[src/rtl/timer_pkg.sv]
// Shared types and constants for the two-mode timer core.
package timer_pkg;

    localparam int unsigned BIN_W = 8;

    typedef enum logic [1:0] {
        IDLE  = 2'd0,
        RUN   = 2'd1,
        PAUSE = 2'd2,
        DONE  = 2'd3
    } state_e;

    localparam logic [BIN_W-1:0] MAX_SEC = 8'd59;
    localparam logic [BIN_W-1:0] MAX_MIN = 8'd99;

    localparam logic MODE_UP   = 1'b0;
    localparam logic MODE_DOWN = 1'b1;

    // Saturate a preset field to its legal maximum.
    function automatic logic [BIN_W-1:0] clamp(input logic [BIN_W-1:0] v,
                                               input logic [BIN_W-1:0] lim);
        return (v > lim) ? lim : v;
    endfunction

endpackage

[src/rtl/sec_prescaler.sv]
// One-second prescaler: counts 0..TICKS_PER_SEC-1 while enabled, tick on wrap.
// last_c flags the terminal count so the sequencer can let a pending tick
// complete in the cycle a pause is requested.
module sec_prescaler #(
    parameter int unsigned TICKS_PER_SEC = 50_000_000
) (
    input  logic clk,
    input  logic rst,
    input  logic enable,
    input  logic clear,
    output logic last_c,
    output logic tick_c
);

    localparam int unsigned CNT_W = (TICKS_PER_SEC > 1) ? $clog2(TICKS_PER_SEC) : 1;
    localparam logic [CNT_W-1:0] LAST = CNT_W'(TICKS_PER_SEC - 1);

    logic [CNT_W-1:0] cnt;

    assign last_c = (cnt == LAST);
    assign tick_c = enable && last_c;

    // Prescaler count; clear wins over enable.
    always_ff @(posedge clk) begin
        if (rst || clear) begin
            cnt <= '0;
        end else if (enable) begin
            cnt <= last_c ? '0 : cnt + CNT_W'(1);
        end
    end

endmodule

[src/rtl/timer_sequencer.sv]
// Timer control core: start/pause/clear/expiry FSM with minute/second counters.
// Optional lap-freeze of the displayed value when LAP_EN is defined.
module timer_sequencer
    import timer_pkg::*;
#(
    parameter int unsigned TICKS_PER_SEC = 50_000_000
) (
    input  logic             Clock,
    input  logic             Reset,
    input  logic             StartStop,
    input  logic             Clear,
    input  logic             ModeIn,
    input  logic [BIN_W-1:0] PresetMin,
    input  logic [BIN_W-1:0] PresetSec,
    input  logic             Lap,
    output logic [BIN_W-1:0] MSBBinary,
    output logic [BIN_W-1:0] LSBBinary,
    output logic             ModeSel,
    output logic             Running,
    output logic             Expired
);

    state_e           state, nxt_state;
    logic [BIN_W-1:0] sec, nxt_sec, min, nxt_min;
    logic [BIN_W-1:0] lim_sec, nxt_lim_sec, lim_min, nxt_lim_min;
    logic             mode, nxt_mode;
    logic [BIN_W-1:0] nxt_msb, nxt_lsb;
    logic [BIN_W-1:0] inc_sec, inc_min, preset_sec_c, preset_min_c;
    logic             pre_en, pre_clr, last_c, tick_c;

    assign preset_sec_c = clamp(PresetSec, MAX_SEC);
    assign preset_min_c = clamp(PresetMin, MAX_MIN);
    assign inc_sec      = (sec == MAX_SEC) ? '0 : sec + 8'd1;
    assign inc_min      = (sec == MAX_SEC) ? min + 8'd1 : min;

    // A pause freezes the prescaler in its own cycle unless a tick is due then.
    assign pre_en = (state == RUN) && (!StartStop || last_c);

    sec_prescaler #(
        .TICKS_PER_SEC(TICKS_PER_SEC)
    ) u_prescaler (
        .clk    (Clock),
        .rst    (Reset),
        .enable (pre_en),
        .clear  (pre_clr),
        .last_c (last_c),
        .tick_c (tick_c)
    );

    // Next-state, counter and preset-latch logic; Clear overrides everything.
    always_comb begin
        nxt_state   = state;
        nxt_sec     = sec;
        nxt_min     = min;
        nxt_mode    = mode;
        nxt_lim_sec = lim_sec;
        nxt_lim_min = lim_min;
        pre_clr     = 1'b0;
        case (state)
            IDLE: begin
                nxt_mode = ModeIn;
                nxt_sec  = '0;
                nxt_min  = '0;
                if (StartStop) begin
                    pre_clr = 1'b1;
                    if (ModeIn == MODE_DOWN) begin
                        nxt_lim_sec = preset_sec_c;
                        nxt_lim_min = preset_min_c;
                        nxt_state   = ((preset_sec_c == '0) && (preset_min_c == '0)) ? DONE : RUN;
                    end else begin
                        nxt_lim_sec = MAX_SEC;
                        nxt_lim_min = MAX_MIN;
                        nxt_state   = RUN;
                    end
                end
            end
            RUN: begin
                if (tick_c) begin
                    nxt_sec = inc_sec;
                    nxt_min = inc_min;
                end
                if (tick_c && (inc_sec == lim_sec) && (inc_min == lim_min)) begin
                    nxt_state = DONE;
                end else if (StartStop) begin
                    nxt_state = PAUSE;
                end
            end
            PAUSE: begin
                if (StartStop) begin
                    nxt_state = RUN;
                end
            end
            DONE: begin
                nxt_state = DONE;
            end
            default: begin
                nxt_state = IDLE;
            end
        endcase
        if (Clear) begin
            nxt_state = IDLE;
            nxt_sec   = '0;
            nxt_min   = '0;
            pre_clr   = 1'b1;
        end
    end

`ifdef LAP_EN
    logic freeze, nxt_freeze;

    // Display select: hold the captured value while frozen, else show live count.
    always_comb begin
        nxt_freeze = freeze;
        if (Lap && ((state == RUN) || (state == PAUSE))) begin
            nxt_freeze = !freeze;
        end
        if ((nxt_state != RUN) && (nxt_state != PAUSE)) begin
            nxt_freeze = 1'b0;
        end
        nxt_msb = nxt_min;
        nxt_lsb = nxt_sec;
        if (freeze && nxt_freeze) begin
            nxt_msb = MSBBinary;
            nxt_lsb = LSBBinary;
        end
    end

    // Lap freeze flag.
    always_ff @(posedge Clock) begin
        if (Reset) begin
            freeze <= 1'b0;
        end else begin
            freeze <= nxt_freeze;
        end
    end
`else
    logic unused_lap;
    assign unused_lap = Lap;

    // Display always shows the live count.
    always_comb begin
        nxt_msb = nxt_min;
        nxt_lsb = nxt_sec;
    end
`endif

    // State, counters, latched mode/limit and registered outputs.
    always_ff @(posedge Clock) begin
        if (Reset) begin
            state     <= IDLE;
            sec       <= '0;
            min       <= '0;
            lim_sec   <= '0;
            lim_min   <= '0;
            mode      <= MODE_UP;
            MSBBinary <= '0;
            LSBBinary <= '0;
            ModeSel   <= 1'b0;
            Running   <= 1'b0;
            Expired   <= 1'b0;
        end else begin
            state     <= nxt_state;
            sec       <= nxt_sec;
            min       <= nxt_min;
            lim_sec   <= nxt_lim_sec;
            lim_min   <= nxt_lim_min;
            mode      <= nxt_mode;
            MSBBinary <= nxt_msb;
            LSBBinary <= nxt_lsb;
            ModeSel   <= nxt_mode;
            Running   <= (nxt_state == RUN);
            Expired   <= (nxt_state == DONE);
        end
    end

endmodule

[config.mk]
export PLATFORM = sky130hd
export DESIGN_NAME = timer_sequencer
export DESIGN_NICKNAME = d
export VERILOG_FILES = /design/src/rtl/timer_pkg.sv /design/src/rtl/sec_prescaler.sv /design/src/rtl/timer_sequencer.sv
export SDC_FILE = /design/constraint.sdc
export NUM_CORES = 1
export LEC_CHECK = 0
export ABC_AREA = 1
export CORE_AREA = 3 3 116 73
export DETAILED_ROUTE_END_ITERATION = 10
export DIE_AREA = 0 0 119 76
export GPL_TIMING_DRIVEN = 0
export PLACE_DENSITY = 0.77
export SLEW_MARGIN = 5
export SYNTH_ARGS = -nofsm -noshare
export SYNTH_HDL_FRONTEND = slang
export SYNTH_SLANG_ARGS = --single-unit
[constraint.sdc]
create_clock -name Clock -period 1.75 [get_ports Clock]
set_input_delay 0.2625 -clock Clock [delete_from_list [all_inputs] [get_ports Clock]]
set_output_delay 0.2625 -clock Clock [all_outputs]
set_load 0.05 [all_outputs]
==> results of run 1 <==
worst paths after layout:
kind / start / cells after the start / to
worst max-delay path: sec[0] / 13 / Expired
worst min-delay path: Reset / 2 / lim_min[1]
worst max register to register: sec[0] / 13 / Expired
worst min register to register: lim_min[7] / 2 / lim_min[7]
per-layer routing:
metal | vias up | part of all wire (%)
met5 | - | 0
met3 | 42 | 13
li1 | 2113 | -
met2 | 281 | 40
met1 | 2049 | 45
met4 | 0 | 2.2
state kept, by name (all words and copies together), names as in the netlist:
name and flops:
lim_sec 8, sec 8, lim_min 8, Expired 1, u_prescaler.cnt 26, Running 1, mode 1, min 8
state 2
stage by stage:
step	setup TNS [ps]	cell area [sq um]
finish	-4097	5589
global route	-7800	5589
CTS	-865.0	5047
detailed placement	-23130	4434
global placement	-19830	4434
floorplan	-23.81	3924
repair_timing:
item                                    CTS  global route
gates resized for setup                  60           118
endpoints found under the setup margin   73            57
cloned                                    4             2
pin swaps                                21            24
setup buffers                            19             9
power by group:
group          switching, W  total, W  internal (W)
clock network      0.000685   0.00182       0.00113
registers         0.0000214   0.00148       0.00146
logic              0.000228  0.000378      0.000151
worst max-delay path, cell delays in order, from the launching register on:
cell      delay (ps)
dfxtp_4          360
ha_4             200
nand2_4           70
o21bai_1         130
nand2_1           60
nor2_1           240
nor2_1           100
a21oi_2          150
nand3_1          100
nor2_1           150
nand2_2          110
nand2_1           90
nand2_2           70
nor2_1           120
area by class of cell:
type,instances,area share [%]
tap,104,2.328
buffer,16,2.731
multi-input combinational,419,47.88
clock inverter,6,1.052
clock buffer,10,4.276
timing repair buffer,70,12.02
inverter,93,6.403
sequential,63,23.30
cells in the final DEF, fill, tap and decap left out, drive strengths merged, types with 3 or more instances in the layout:
cell type and instances:
dfxtp 63, a21oi 43, o21ai 11, ha 3, dlymetal6s2s 3, a211oi 6, clkbuf 17, xor2 7
nor2 61, or2 4, dlygate4sd2 15, nor3 21, nor4 4, nand3 55, clkdlybuf4s50 20, inv 92
a221oi 6, nand2 150, a31oi 5, nand4 25, buf 41, clkinv 5, xnor2 4, nand3b 4
cells by family after synthesis:
logic type,share of synthesized area [%]
compound gates,12.11
buf+inv,11.52
simple gates,39.60
fa+ha+maj,0.9738
flops,32.72
xor+xnor,3.083
==> summary.txt, run 1 <==
Run status
  • Outcome: finished, violations left
  • Failing checks: setup timing

Pwr
  • Maximum vdd drop: 0.4429 mV
  • Leakage: 2.420 nW
  • Power density over cell area: 657.3 nW/um^2
  • Final Power: 0.003674 W

Global routing
  • Met3 Use GR: 10.68%
  • Gr usage total: 28.01%
  • First-pass GRT wire length: 20.18 mm
  • GRT overflow: 0
  • Antenna violations before repair: 0
  • Most used routing layer: met1
  • Met2 global-route usage: 36.56%
  • Grt met1 use: 41.96%
  • Largest net degree at the start of global routing: 12
  • Number of global-route vias before repair: 3941

Synth
  • Synth cell types: 42
  • Synthesized area: 3855 sq um
  • Count leader, synth: nand2_1
  • Synth area leader: dfxtp_1
  • Largest cells by area after synthesis: dfxtp_1, nand2_1, inv_1
  • Synth warn: 0
  • Average cell area after synthesis: 6.545 sq um
  • Mapped Cells: 589
  • Asr flop ratio synth: 0%
  • Post-synthesis sequential area ratio: 32.72%
  • Post-synth top area share: 32.72%
  • #FFs+latches synth: 63
  • EDFF count, synth: 0
  • Post-synth top flop: dfxtp_1
  • Post-synth top cells: nand2_1, inv_1, dfxtp_1
  • Post-synth net total: 614

Setup path
  • Worst EP required: 2020 ps
  • Worst setup EP type: register
  • R2R setup slack: -260 ps
  • Data arrival time of the worst path: 2280 ps
  • Kind of critical path: reg2reg
  • Worst setup SP type: register
  • CP Max Fanout: 4

Placed design
  • Post-DP HPWL: 8.847 mm
  • # port buffers: 38
  • DP Cell Count: 731
  • GPL Wtd Cong: 1.015
  • Worst slack at placement: -608.9 ps

STA
  • Fin. max-slew vios: 0
  • Max-slew headroom: 47.80%
  • RSZ-0062 raised after global routing: yes
  • Slew of the pin with the lowest slew margin: 783.0 ps
  • Skew final: 6.330 ps
  • Post-route setup slack: -258.1 ps
  • Final Hold Viols: 0
  • Min Hold Slack: 338.7 ps
  • Fmax: 0.4980 GHz
  • Setup-failing EPs final: 42
  • Minimum clock period: 2008 ps
  • Tcrit/Tclk final: 114.7%

Flow run
  • Max-cap violations: 0

Drt
  • TritonRoute pass-1 iters: 7
  • DRT iter0 DRCs: 535
  • Vias/cell: 5.743
  • Remaining DRCs: 0
  • Detailed Route WL: 13.70 mm
  • Total number of vias: 4485
  • Remaining antenna violation count: 0
  • Wire per inst: 17.54 um

Die
  • I/O pin count: 41
  • Core area: 7357 sq um
  • Starting Density: 52.40%
  • Die Span Y: 76 um
  • Die ar.: 9044 sq um
  • Width of the die: 119 um
  • Cell Rows: 24

Finish
  • Diodes inserted: 0
  • Post-Layout Cell Count: 781
  • FF/Latch Area: 1303 sq um
  • Layout cells sized above 1: 31.17%
  • Utilization after layout: 75.97%
  • Nets: 697
  • Area delta synth->final: 44.99%
  • Area of the multi-input gates: 2676 sq um
  • Filler instances: 542

Clock network
  • Max Buffers Root-to-Sink: 2
  • Clk slew on worst S/H paths: 50 ps
  • CTS tree: yes
  • Worst skew pair latency: 340 ps
  • TritonCTS Buffers: 9
  • CTS Hold Bufs: 0
  • Clk Tree Root Cell: clkbuf_16
  • H-tree level count: 3
  • Sink Count: 63

Min path
  • Min-Delay Path Class: in2reg
Note: power is estimated with default switching activity, not from simulation.
==> run 2: changes to the inputs <==
--- a/config.mk
+++ b/config.mk
@@ -6,11 +6,12 @@
 export NUM_CORES = 1
 export LEC_CHECK = 0
 export ABC_AREA = 1
-export CORE_AREA = 3 3 116 73
+export CORE_AREA = 3 3 131 83
 export DETAILED_ROUTE_END_ITERATION = 10
-export DIE_AREA = 0 0 119 76
+export DIE_AREA = 0 0 134 86
 export GPL_TIMING_DRIVEN = 0
-export PLACE_DENSITY = 0.77
+export MAX_ROUTING_LAYER = met4
+export PLACE_DENSITY = 0.62
 export SLEW_MARGIN = 5
 export SYNTH_ARGS = -nofsm -noshare
 export SYNTH_HDL_FRONTEND = slang
==> run 2 against run 1 <==
- the flow still finishes with violations (setup timing)
- via count fell by 2.5%
- clock skew rose by 1.8 ps
- sequential share of layout area fell by 1.1 points
- largest power group unchanged
- final cell count rose by 5.0%
- highest routed layer unchanged
- clock power fell by 8%
- first-iteration DRC count fell by 25%
- cell area rose by 5.7%
- critical endpoint unchanged
- utilization fell by 15 points
==> summary.txt, run 2 (synthesized netlist as in run 1, its figures left out) <==
Clock network
  • CTS tree: yes
  • Max Buffers Root-to-Sink: 2
  • CTS Hold Bufs: 0
  • Clk Tree Root Cell: clkbuf_16
  • H-tree level count: 3
  • Sink Count: 63
  • TritonCTS Buffers: 9
  • Worst skew pair latency: 340 ps
  • Clk slew on worst S/H paths: 60 ps

STA
  • Minimum clock period: 1998 ps
  • Setup-failing EPs final: 43
  • Tcrit/Tclk final: 114.2%
  • Max-slew headroom: 47.21%
  • Skew final: 8.118 ps
  • Final Hold Viols: 0
  • Post-route setup slack: -248.2 ps
  • Fin. max-slew vios: 0
  • RSZ-0062 raised after global routing: yes
  • Fmax: 0.5005 GHz
  • Slew of the pin with the lowest slew margin: 791.8 ps

Finish
  • Utilization after layout: 60.87%
  • Filler instances: 852
  • Layout cells sized above 1: 36.50%
  • Largest register FFs: 26
  • Nets: 705
  • Area delta synth->final: 53.23%
  • FF/Latch Area: 1311 sq um
  • Diodes inserted: 0
  • Most frequent cells in the layout: nand2_1, inv_1, nand3_1
  • Final Cell Area: 5907 sq um
  • Commonest non-fill, non-tap cell in the layout: nand2_1
  • Post-Layout Cell Count: 820
  • Area of the multi-input gates: 2836 sq um
  • Register with the most flip-flops: u_prescaler.cnt

Setup path
  • Data arrival time of the worst path: 2280 ps
  • RR Startpoint: sec[1]
  • R2R setup slack: -250 ps
  • Worst EP required: 2030 ps
  • Reg-to-reg endpoint: Expired
  • Kind of critical path: reg2reg
  • Worst setup EP type: register
  • Worst Reg-to-Reg Cells: 15
  • Crit path to: Expired
  • CP Max Fanout: 5
  • Worst setup SP type: register
  • Critical Path Start: sec[1]

Flow run
  • Max-cap violations: 0

Drt
  • Remaining antenna violation count: 0
  • DRT iter0 DRCs: 401
  • TritonRoute pass-1 iters: 5
  • Wire per inst: 16.57 um
  • Detailed Route WL: 13.59 mm
  • Remaining DRCs: 0
  • Total number of vias: 4371
  • Vias/cell: 5.330

Global routing
  • Largest net degree at the start of global routing: 13
  • Grt met1 use: 35.69%
  • Number of global-route vias before repair: 3687
  • GRT overflow: 0
  • Met3 Use GR: 6.096%
  • Gr usage total: 22.42%
  • Met2 global-route usage: 26.80%
  • Antenna violations before repair: 0
  • Most used routing layer: met1
  • First-pass GRT wire length: 19.49 mm

Placed design
  • GPL Wtd Cong: 0.8980
  • DP Cell Count: 762
  • Post-DP HPWL: 9.013 mm
  • # port buffers: 38
  • Worst slack at placement: -637.0 ps
  • Placement Cell Area: 4473 sq um

Pwr
  • Maximum vdd drop: 0.5020 mV
  • Internal power: 0.002574 W
  • Clock power frac: 47.1%
  • Final Power: 0.003543 W
  • Switching Fraction: 27.33%
  • Leakage: 2.505 nW
  • Sequential power share: 41.5%
  • Power density over cell area: 599.7 nW/um^2
  • NetSw: 0.0009681 W
  • Comb pwr share: 11.4%

Die
  • Core area: 9704 sq um
  • Starting Density: 39.72%
  • I/O pin count: 41
  • Die ar.: 11520 sq um
  • Die Span Y: 86 um
  • Cell Rows: 28
  • Width of the die: 134 um

Run status
  • Outcome: finished, violations left
  • Failing checks: setup timing

Min path
  • WHS Path Cells: 2
  • Min-Delay Path Class: in2reg
[run 2: worst min path at each step]
stage | startpoint | to | slack, ps
after CTS | Reset | lim_min[1] | 280
final | Reset | lim_min[5] | 310
after global placement | lim_min[7] | lim_min[7] | 450
after global routing | Reset | lim_min[5] | 340
after detailed placement | lim_min[7] | lim_min[7] | 460
after floorplan | PresetMin[2] | lim_min[2] | 410
[run 2: timing repair]
| item | in CTS | in global routing |
|---|---|---|
| buffers inserted | 21 | 16 |
| setup endpoints to repair | 74 | 55 |
| pin swaps | 25 | 39 |
| cloned | 2 | 4 |
| gates resized for setup | 73 | 153 |
[run 2: per-stage QoR]
step                      hold slack [ps]  TNS [ps]
after detailed placement            458.9    -23750
final                               308.9     -3618
after global routing                339.4     -7681
after global placement              449.7    -23390
after CTS                           278.4    -887.9
after floorplan                     405.3    -23.81
[run 2: worst max-delay path, cell delays in order (launching register included)]
cell,delay (ps)
dfxtp_4,360
ha_4,190
nand2_4,60
nor2_4,170
nand2_4,120
nand2_2,90
nand2_1,60
nand2_1,80
nand2_1,70
nor2_2,150
nand3_1,90
nor2_1,110
nand2_2,120
nand2_2,110
nand2_4,60
nor2_2,110
[run 2: area by class of cell]
cell class | instances | area share [%]
buffer | 15 | 2.648
clock buffer | 9 | 3.813
clock inverter | 7 | 0.8261
inverter | 93 | 6.185
multi-input combinational | 419 | 48.02
sequential | 63 | 22.20
tap | 135 | 2.860
timing repair buffer | 79 | 13.45
[run 2: metal layers]
layer  vias up  share of wire (%)  wire length [um]
li1       2128                  -                 -
met1      2042                 51              6903
met2       187                 38              5225
met3        14                9.8              1338
met4         0               0.88               120
met5         -                  0                 0
[run 2: power by group through the flow]
| stage | Combinational, W | Sequential [W] | Clock [W] |
|---|---|---|---|
| final | 0.000402 | 0.00147 | 0.00167 |
| after global routing | 0.000432 | 0.00147 | 0.00176 |
| after CTS | 0.000313 | 0.00147 | 0.00168 |
| after detailed placement | 0.000290 | 0.00150 | 0 |
| after global placement | 0.000289 | 0.00150 | 0 |
| after floorplan | 0.000155 | 0.00152 | 0 |
==> run 3: changes to the inputs <==
--- a/config.mk
+++ b/config.mk
@@ -6,12 +6,14 @@
 export NUM_CORES = 1
 export LEC_CHECK = 0
 export ABC_AREA = 1
-export CORE_AREA = 3 3 131 83
+export CELL_PAD_IN_SITES_DETAIL_PLACEMENT = 1
+export CELL_PAD_IN_SITES_GLOBAL_PLACEMENT = 1
+export CORE_AREA = 3 3 138 87
 export DETAILED_ROUTE_END_ITERATION = 10
-export DIE_AREA = 0 0 134 86
+export DIE_AREA = 0 0 141 90
 export GPL_TIMING_DRIVEN = 0
 export MAX_ROUTING_LAYER = met4
-export PLACE_DENSITY = 0.62
+export PLACE_DENSITY = 0.75
 export SLEW_MARGIN = 5
 export SYNTH_ARGS = -nofsm -noshare
 export SYNTH_HDL_FRONTEND = slang
==> run 3 against run 2 <==
- the run still ends with setup timing left
- combinational power about the same
- utilization decreased by 6.9 points
- global-route usage increased by 2.0 points
- largest power group unchanged
- sequential power about the same
- highest routed layer unchanged
- power increased by 0.76%
- count of clock-buffer cells in the layout increased by 5
- final cell count increased by 0.61%
- cell area decreased by 2.9%
- first-iteration DRC count decreased by 10%
- non-clock buffer count increased by 3
==> summary.txt, run 3 (synthesized netlist as in run 1, its figures left out) <==
STA
  • Final Hold Viols: 0
  • Fmax: 0.4659 GHz
  • TNS Setup: -5968 ps
  • Setup-failing EPs final: 43
  • Post-route setup slack: -396.5 ps
  • Fin. max-slew vios: 0
  • Slew of the pin with the lowest slew margin: 801.9 ps
  • RSZ-0062 raised after global routing: yes
  • Skew final: 9.504 ps
  • Minimum clock period: 2146 ps
  • Tcrit/Tclk final: 122.7%
  • Max-slew headroom: 46.54%

Finish
  • Nets: 707
  • Register with the most flip-flops: u_prescaler.cnt
  • Post-Layout Cell Count: 825
  • Utilization after layout: 53.92%
  • Largest register FFs: 26
  • Most frequent cells in the layout: nand2_1, inv_1, nand3_1
  • Diodes inserted: 0
  • Layout cells sized above 1: 34.84%
  • Area delta synth->final: 48.72%
  • Final Cell Area: 5733 sq um
  • Commonest non-fill, non-tap cell in the layout: nand2_1

Die
  • Core area: 10630 sq um
  • Die Span Y: 90 um
  • Cell Rows: 29
  • Starting Density: 36.26%
  • I/O pin count: 41
  • Width of the die: 141 um
  • Die ar.: 12690 sq um

Min path
  • Hold path start: Reset
  • Hold Crit Endpoint: lim_min[5]
  • WHS Path Cells: 2
  • Min-Delay Path Class: in2reg

Clock network
  • CTS tree: yes
  • H-tree level count: 3
  • Sink Count: 63
  • Worst skew pair latency: 340 ps
  • CTS Hold Bufs: 0
  • Max Buffers Root-to-Sink: 2
  • TritonCTS Buffers: 9
  • Clk Tree Root Cell: clkbuf_16
  • Clk slew on worst S/H paths: 50 ps

Setup path
  • Cell mode on critical path: nand2_4
  • R2R setup slack: -400 ps
  • Data arrival time of the worst path: 2380 ps
  • Cell family with most CP delay: simple AND/OR/NAND/NOR gates
  • Worst setup SP type: register
  • CP Max Fanout: 5
  • Worst EP required: 1980 ps
  • Worst Reg-to-Reg Cells: 14
  • Cell Chain, Critical Path: ha_4, nand2_4, nor2_4, nand2_4, nand2_4, nand2_1, nand2_1, nand2_2, nor2_4, nand3_2, nor2_2, nand2_2, a21oi_2, nor2_2
  • Kind of critical path: reg2reg
  • Slowest cell on crit path: dfxtp_4
  • Slowest stage delay, CP: 360 ps
  • Worst setup EP type: register
  • RR Startpoint: sec[1]
  • Reg-to-reg endpoint: Running
  • CP bufs+invs: 0

Global routing
  • Gr usage total: 24.38%
  • Antenna violations before repair: 0
  • Largest net degree at the start of global routing: 11
  • GRT overflow: 0
  • First-pass GRT wire length: 23.85 mm
  • Number of global-route vias before repair: 4457

Drt
  • Detailed Route WL: 17.50 mm
  • Remaining antenna violation count: 0
  • Total number of vias: 4658
  • Vias/cell: 5.646
  • TritonRoute pass-1 iters: 5
  • Wire per inst: 21.21 um
  • Remaining DRCs: 0
  • DRT iter0 DRCs: 361

Pwr
  • Internal power: 0.002630 W
  • Clock power frac: 47.3%
  • Sequential power share: 41.4%
  • Power density over cell area: 622.6 nW/um^2
  • NetSw: 0.0009398 W
  • Comb pwr share: 11.3%
  • Leakage: 2.441 nW
  • Maximum vdd drop: 0.4677 mV
  • Switching Fraction: 26.33%

Run status
  • Outcome: finished, violations left
  • Failing checks: setup timing

Placed design
  • GPL Wtd Cong: 0.9319
  • Placement Cell Area: 4478 sq um
  • DP Cell Count: 766
  • Post-DP HPWL: 10.74 mm
  • Worst slack at placement: -781.5 ps
  • # port buffers: 38

Flow run
  • Max-cap violations: 0
run 3: changes by cell type in the layout (fill, tap and decap cells not counted), moves of 3 or more:
cell      previous run  this run
nor2_1              30        26
o21ai_2              7         2
o21ai_1              0         3
nor2_2              13        19
buf_12               5         0
a21oi_1             23        33
nor2_4              16        13
clkbuf_1             4         7
buf_2                0         3
buf_4               28        36
a21oi_2             20        10
nand3_2              7        10
run 3: what timing repair did:
action | 4_1_cts | 5_1_grt
cloned | 2 | 2
pin swaps | 19 | 39
gates resized for setup | 79 | 122
setup buffers | 24 | 19
endpoints found under the setup margin | 74 | 57
run 3: worst max-delay path by stage:
stage                     startpoint         end  slack [ps]  cells after the start
final                         sec[1]     Running        -400                     14
after global routing          sec[2]     Running        -500                     14
after CTS                     sec[0]     Expired        -290                     14
after detailed placement   StartStop  lim_min[5]        -780                      8
after global placement     StartStop  lim_min[6]        -670                      6
after floorplan               sec[1]     Running         -20                     13
run 3: cell type report:
class                      instances  area [sq um]
fill                            1323          4898
inverter                          93         357.8
multi-input combinational        418          2734
clock buffer                      14         264.0
timing repair buffer              82         738.2
sequential                        63          1313
tap                              139         173.9
buffer                            15         147.6
clock inverter                     1         5.005
run 3: power groups by stage:
stage | registers, W | logic [W] | clock network (W)
2_1_floorplan | 0.00152 | 0.000155 | 0
3_3_place_gp | 0.00150 | 0.000294 | 0
3_5_place_dp | 0.00151 | 0.000303 | 0
4_1_cts | 0.00148 | 0.000334 | 0.00170
5_1_grt | 0.00148 | 0.000428 | 0.00178
6_report | 0.00148 | 0.000403 | 0.00169
run 3: per-layer routing:
| layer | global-route usage, % | wire, um | up-vias |
|---|---|---|---|
| met5 | - | 0 | - |
| met4 | 5.403 | 390 | 0 |
| met3 | 4.772 | 1422 | 45 |
| met2 | 32.40 | 7486 | 208 |
| met1 | 37.39 | 8199 | 2277 |
| li1 | - | - | 2128 |
run 3: metrics by stage:
stage	power, W	hold slack (ps)
6_report	0.003570	320.1
4_1_cts	0.003505	325.4
3_3_place_gp	0.001799	448.4
5_1_grt	0.003682	338.2
2_1_floorplan	0.001676	405.3
3_5_place_dp	0.001808	464.4
